[src/rtl/mac_row_seq.sv]
// mac_row_seq: sequencer that feeds one mac_row instance.
//
// A job begins with start in IDLE, which latches cfg_len. The block then pulls
// col kernel weights followed by cfg_len activations from a valid/ready stream.
// Each accepted beat is re-issued to the row as registered in_w/inst_w. After
// the last activation, the row is held idle for DRAIN_CYC cycles so results can
// reach out_s. done then pulses for one cycle.
//
// Ports:
//   clk       in   rising-edge clock
//   reset     in   asynchronous, active-low reset
//   start     in   job request, sampled in IDLE only
//   cfg_len   in   activation count, latched when start is accepted
//   in_data   in   weight/activation stream data
//   in_valid  in   in_data is valid
//   in_ready  out  beat accepted this cycle when in_valid is also high
//   in_w      out  registered data to mac_row in_w
//   inst_w    out  registered instruction to mac_row ([0] kernel load, [1] execute)
//   busy      out  job in progress
//   done      out  one-cycle completion pulse
module mac_row_seq #(
    parameter int unsigned bw        = 4,
    parameter int unsigned col       = 8,
    parameter int unsigned LEN_BW    = 8,
    parameter int unsigned DRAIN_CYC = 8
) (
    input  logic              clk,
    input  logic              reset,
    input  logic              start,
    input  logic [LEN_BW-1:0] cfg_len,
    input  logic [bw-1:0]     in_data,
    input  logic              in_valid,
    output logic              in_ready,
    output logic [bw-1:0]     in_w,
    output logic [1:0]        inst_w,
    output logic              busy,
    output logic              done
);

    // The shared beat counter must hold the largest of: kernel beats, the
    // maximum activation count, and the drain window.
    localparam int unsigned LenMax  = (1 << LEN_BW) - 1;
    localparam int unsigned CntMaxA = (col > LenMax) ? col : LenMax;
    localparam int unsigned CntMax  = (CntMaxA > DRAIN_CYC) ? CntMaxA : DRAIN_CYC;
    localparam int unsigned CntW    = $clog2(CntMax + 1);

    localparam logic [CntW-1:0] CntOne    = CntW'(1);
    localparam logic [CntW-1:0] LoadLast  = CntW'((col > 0) ? col - 1 : 0);
    // A zero drain window degenerates to a single drain cycle.
    localparam logic [CntW-1:0] DrainLast = CntW'((DRAIN_CYC > 0) ? DRAIN_CYC - 1 : 0);

    localparam logic [1:0] InstNop  = 2'b00;
    localparam logic [1:0] InstLoad = 2'b01;
    localparam logic [1:0] InstExec = 2'b10;

    typedef enum logic [2:0] {
        StIdle,
        StLoad,
        StExec,
        StDrain,
        StDone
    } state_e;

    state_e            state_q, state_d;
    logic [CntW-1:0]   cnt_q, cnt_d;
    logic [LEN_BW-1:0] len_q, len_d;
    logic [bw-1:0]     in_w_q, in_w_d;
    logic [1:0]        inst_w_q, inst_w_d;
    logic              accept;

    always_ff @(posedge clk or negedge reset) begin
        if (!reset) begin
            state_q  <= StIdle;
            cnt_q    <= '0;
            len_q    <= '0;
            in_w_q   <= '0;
            inst_w_q <= InstNop;
        end else begin
            state_q  <= state_d;
            cnt_q    <= cnt_d;
            len_q    <= len_d;
            in_w_q   <= in_w_d;
            inst_w_q <= inst_w_d;
        end
    end

    always_comb begin
        state_d  = state_q;
        cnt_d    = cnt_q;
        len_d    = len_q;
        in_w_d   = in_w_q;
        // Any cycle without an accepted beat issues a no-op to the row.
        inst_w_d = InstNop;

        in_ready = (state_q == StLoad) || (state_q == StExec);
        accept   = in_valid && in_ready;

        unique case (state_q)
            StIdle: begin
                if (start) begin
                    len_d   = cfg_len;
                    cnt_d   = '0;
                    state_d = StLoad;
                end
            end

            StLoad: begin
                if (accept) begin
                    in_w_d   = in_data;
                    inst_w_d = InstLoad;
                    if (cnt_q == LoadLast) begin
                        cnt_d   = '0;
                        state_d = (len_q == '0) ? StDrain : StExec;
                    end else begin
                        cnt_d = cnt_q + CntOne;
                    end
                end
            end

            StExec: begin
                if (accept) begin
                    in_w_d   = in_data;
                    inst_w_d = InstExec;
                    // cnt_q < len_q here, so cnt_q + 1 never exceeds CntMax.
                    if ((cnt_q + CntOne) == CntW'(len_q)) begin
                        cnt_d   = '0;
                        state_d = StDrain;
                    end else begin
                        cnt_d = cnt_q + CntOne;
                    end
                end
            end

            StDrain: begin
                if (cnt_q == DrainLast) begin
                    cnt_d   = '0;
                    state_d = StDone;
                end else begin
                    cnt_d = cnt_q + CntOne;
                end
            end

            StDone: begin
                state_d = StIdle;
            end

            default: begin
                state_d = StIdle;
            end
        endcase
    end

    assign in_w   = in_w_q;
    assign inst_w = inst_w_q;
    assign busy   = (state_q != StIdle);
    assign done   = (state_q == StDone);

endmodule

[config.mk]
export PLATFORM = sky130hd
export DESIGN_NAME = mac_row_seq
export DESIGN_NICKNAME = d
export VERILOG_FILES = /design/src/rtl/mac_row_seq.sv
export SDC_FILE = /design/constraint.sdc
export NUM_CORES = 1
export LEC_CHECK = 0
export ABC_CLOCK_PERIOD_IN_PS = 2400
export CORE_AREA = 2 2 73 75
export CTS_CLUSTER_DIAMETER = 60
export DETAILED_ROUTE_END_ITERATION = 7
export DIE_AREA = 0 0 75 77
export PLACE_DENSITY = 0.59
export SLEW_MARGIN = 10
export SYNTH_ARGS = -nofsm -noshare
export SYNTH_HDL_FRONTEND = slang
export SYNTH_SLANG_ARGS = --single-unit
export TNS_END_PERCENT = 5
[constraint.sdc]
create_clock -name clk -period 2.4 [get_ports clk]
set_clock_uncertainty 0.2 [all_clocks]
set_input_delay 0.36 -clock clk [delete_from_list [all_inputs] [get_ports clk]]
set_output_delay 0.36 -clock clk [all_outputs]
set_load 0.05 [all_outputs]
==> run metrics <==
status completed; Mean Syn Cell Area around 9.8 sq um; crit start category flop; Vias/cell between 4 and 5; Place WS between 0.07 and 0.08 ns; Top FF cell, synth dfrtp_1; Cells after Synth around 150; Slew headroom approximately two thirds; synthesis warning total 0; cell area after synthesis approximately 1500 sq um; Max-Cap Viols 0; DR DRC count 0; core area about 5000 sq um; first-pass GRT wire length about 5800 um; CTS Root Buffer Type clkbuf_8; Least-Margin Pin Slew 0.499 ns; Antenna Cells 0; PwrDens 1300 nW/um^2; min-delay worst type in -> async; H-tree Lvls 1; CTS hold repair buffers 0; TritonCTS Buffers 3; Final Cycle Share between 90% and 100%; Final Non-Filler Cells between 200 and 300; CTS tree done; post-CTS sizing 0; Total GRT Usage between 10% and 20%; RSZ-0062 raised after global routing yes; Die Width about 75 um; row count 26; fraction of layout cells with a size suffix above 1 28.9%; Final GP Congestion slightly above 0.8; Syn-to-layout area delta 33.3%; routed wire length ~3300 um; setup bufs post-CTS 0; Max VDD drop 0.000656 V; total grt overflow 0; Max Clk Rate 431 MHz; CP endpoint kind output port; initial antenna violation count 0; pin count of the biggest net entering global routing 26; vias in the first global route about 1200; Pleak slightly above 0.8 nW; IO Pins 25; slack of the critical path 0.0777 ns; #FFs+latches synth 25; nets 212; Worst-Skew Late Latency approximately 0.27 ns; commonest non-fill, non-tap cells in the layout 24 x dfrtp_1, 24 x buf_4, 22 x clkdlybuf4s50_1; Setup TNS 0 ns; worst endpoint required time 1.84 ns; DP Cell Count between 200 and 300; post-route ant nets 0; Initial Utilization 30.3%; DR WL/cell 12.6 um; post-synthesis sequential area ratio between 40% and 50%; DRT Pass-1 Iters 4; DR vias around 1300; input/output buffers 24; chip height 77 um; Fin. Hold Viols 0; clock slew at reported path FFs 0.09 ns; number of library cell types mapped by synthesis between 40 and 50; Post-synth EDFFs 0; CTS sink cnt 25; Max Slew Vio Count 0; crit path max fanout 2; Mapped Nets 170; final hold slack about 0.25 ns; DIE AREA ~5800 sq um; critical path class reg -> out; First DRT Iteration DRCs 57; clk buf depth 2; Worst EP arrival between 1.5 and 2 ns; dpl hpwl about 2600 um; setup violators final 0; Async SR Flop Fraction 100%; Final min period 2.32 ns
[stage by stage]
stage | total power (W) | utilization, % | cell area [sq um]
after floorplan | 0.00182 | - | 1510
after global placement | 0.00232 | 38.8 | 1930
after detailed placement | 0.00232 | 38.8 | 1930
after CTS | 0.00259 | 39.8 | 1980
after global routing | 0.00281 | 40.3 | 2010
final | 0.00261 | 40.3 | 2010
[worst max-delay path, cell delays in order, from the launching register on]
cell and delay (ns):
dfrtp_1 0.39, or3_1 0.39, clkdlybuf4s50_1 0.71
[per-layer routing]
metal	GRT usage (%)	wire [um]	part of all wire, %	vias to the layer above
li1	-	-	-	631
met1	20.0	1650	49	600
met2	18.2	1520	46	22
met3	1.71	92	2.8	7
met4	4.82	68	2.0	0
met5	0	0	0	-
[synth_stat cells, types with 2 or more instances]
library cell	number	area [sq um]
and3_1	2	12.5
a211oi_1	2	15.0
nand3_1	7	35.0
or3_1	2	12.5
mux2_2	15	169
o21ai_0	6	30.0
nor3_1	5	25.0
o221ai_1	3	26.3
nand2b_1	5	31.3
nor2_1	13	48.8
o2111ai_1	2	17.5
xnor2_1	4	35.0
buf_4	5	37.5
nand2_1	15	56.3
xor2_1	5	43.8
dfrtp_1	25	626
a31oi_1	2	12.5
nor3b_1	3	22.5
nand3b_1	2	15.0
o211ai_1	3	22.5
or2_2	3	18.8
[flip-flops by register name, indices dropped and copies added, names as in the netlist]
register,cells
in_w,4
len_q,8
inst_w,2
state_q,3
cnt_q,8
[report_power, final]
| part | internal [W] | switching [W] |
|---|---|---|
| Sequential | 0.000593 | 0.000145 |
| Clock | 0.000118 | 0.000145 |
| Combinational | 0.000737 | 0.000871 |
[cell type report]
cell class / instances / area [sq um]
timing repair buffer: 46 / 400
clock inverter: 1 / 7.51
clock buffer: 3 / 41.3
fill: 500 / 2970
inverter: 1 / 3.75
sequential: 25 / 627
tap: 70 / 87.6
multi-input combinational: 118 / 841
[cell families after synthesis]
logic type      count (synthesis)  synth area share, %
mux                            16                 11.9
buf+inv                        10                 4.40
flops                          25                 41.5
fa+ha+maj                       1                0.830
compound gates                 26                 13.3
xor+xnor                        9                 5.23
simple gates                   66                 22.8
[path summary, 6_finish.rpt]
path / start / end / slack (ns) / cells past startpoint
hold reg to reg: in_w[1] / in_w[1] / 0.32 / 1
hold / removal: reset / inst_w[0] / 0.25 / 2
max in group asynchronous: reset / cnt_q[3] / 1.49 / 2
setup / recovery: state_q[2] / busy / 0.08 / 2
setup reg to reg: cnt_q[5] / cnt_q[4] / 0.14 / 9
min in group clk: in_w[1] / in_w[1] / 0.32 / 1
(Power assumes the default switching activity.)
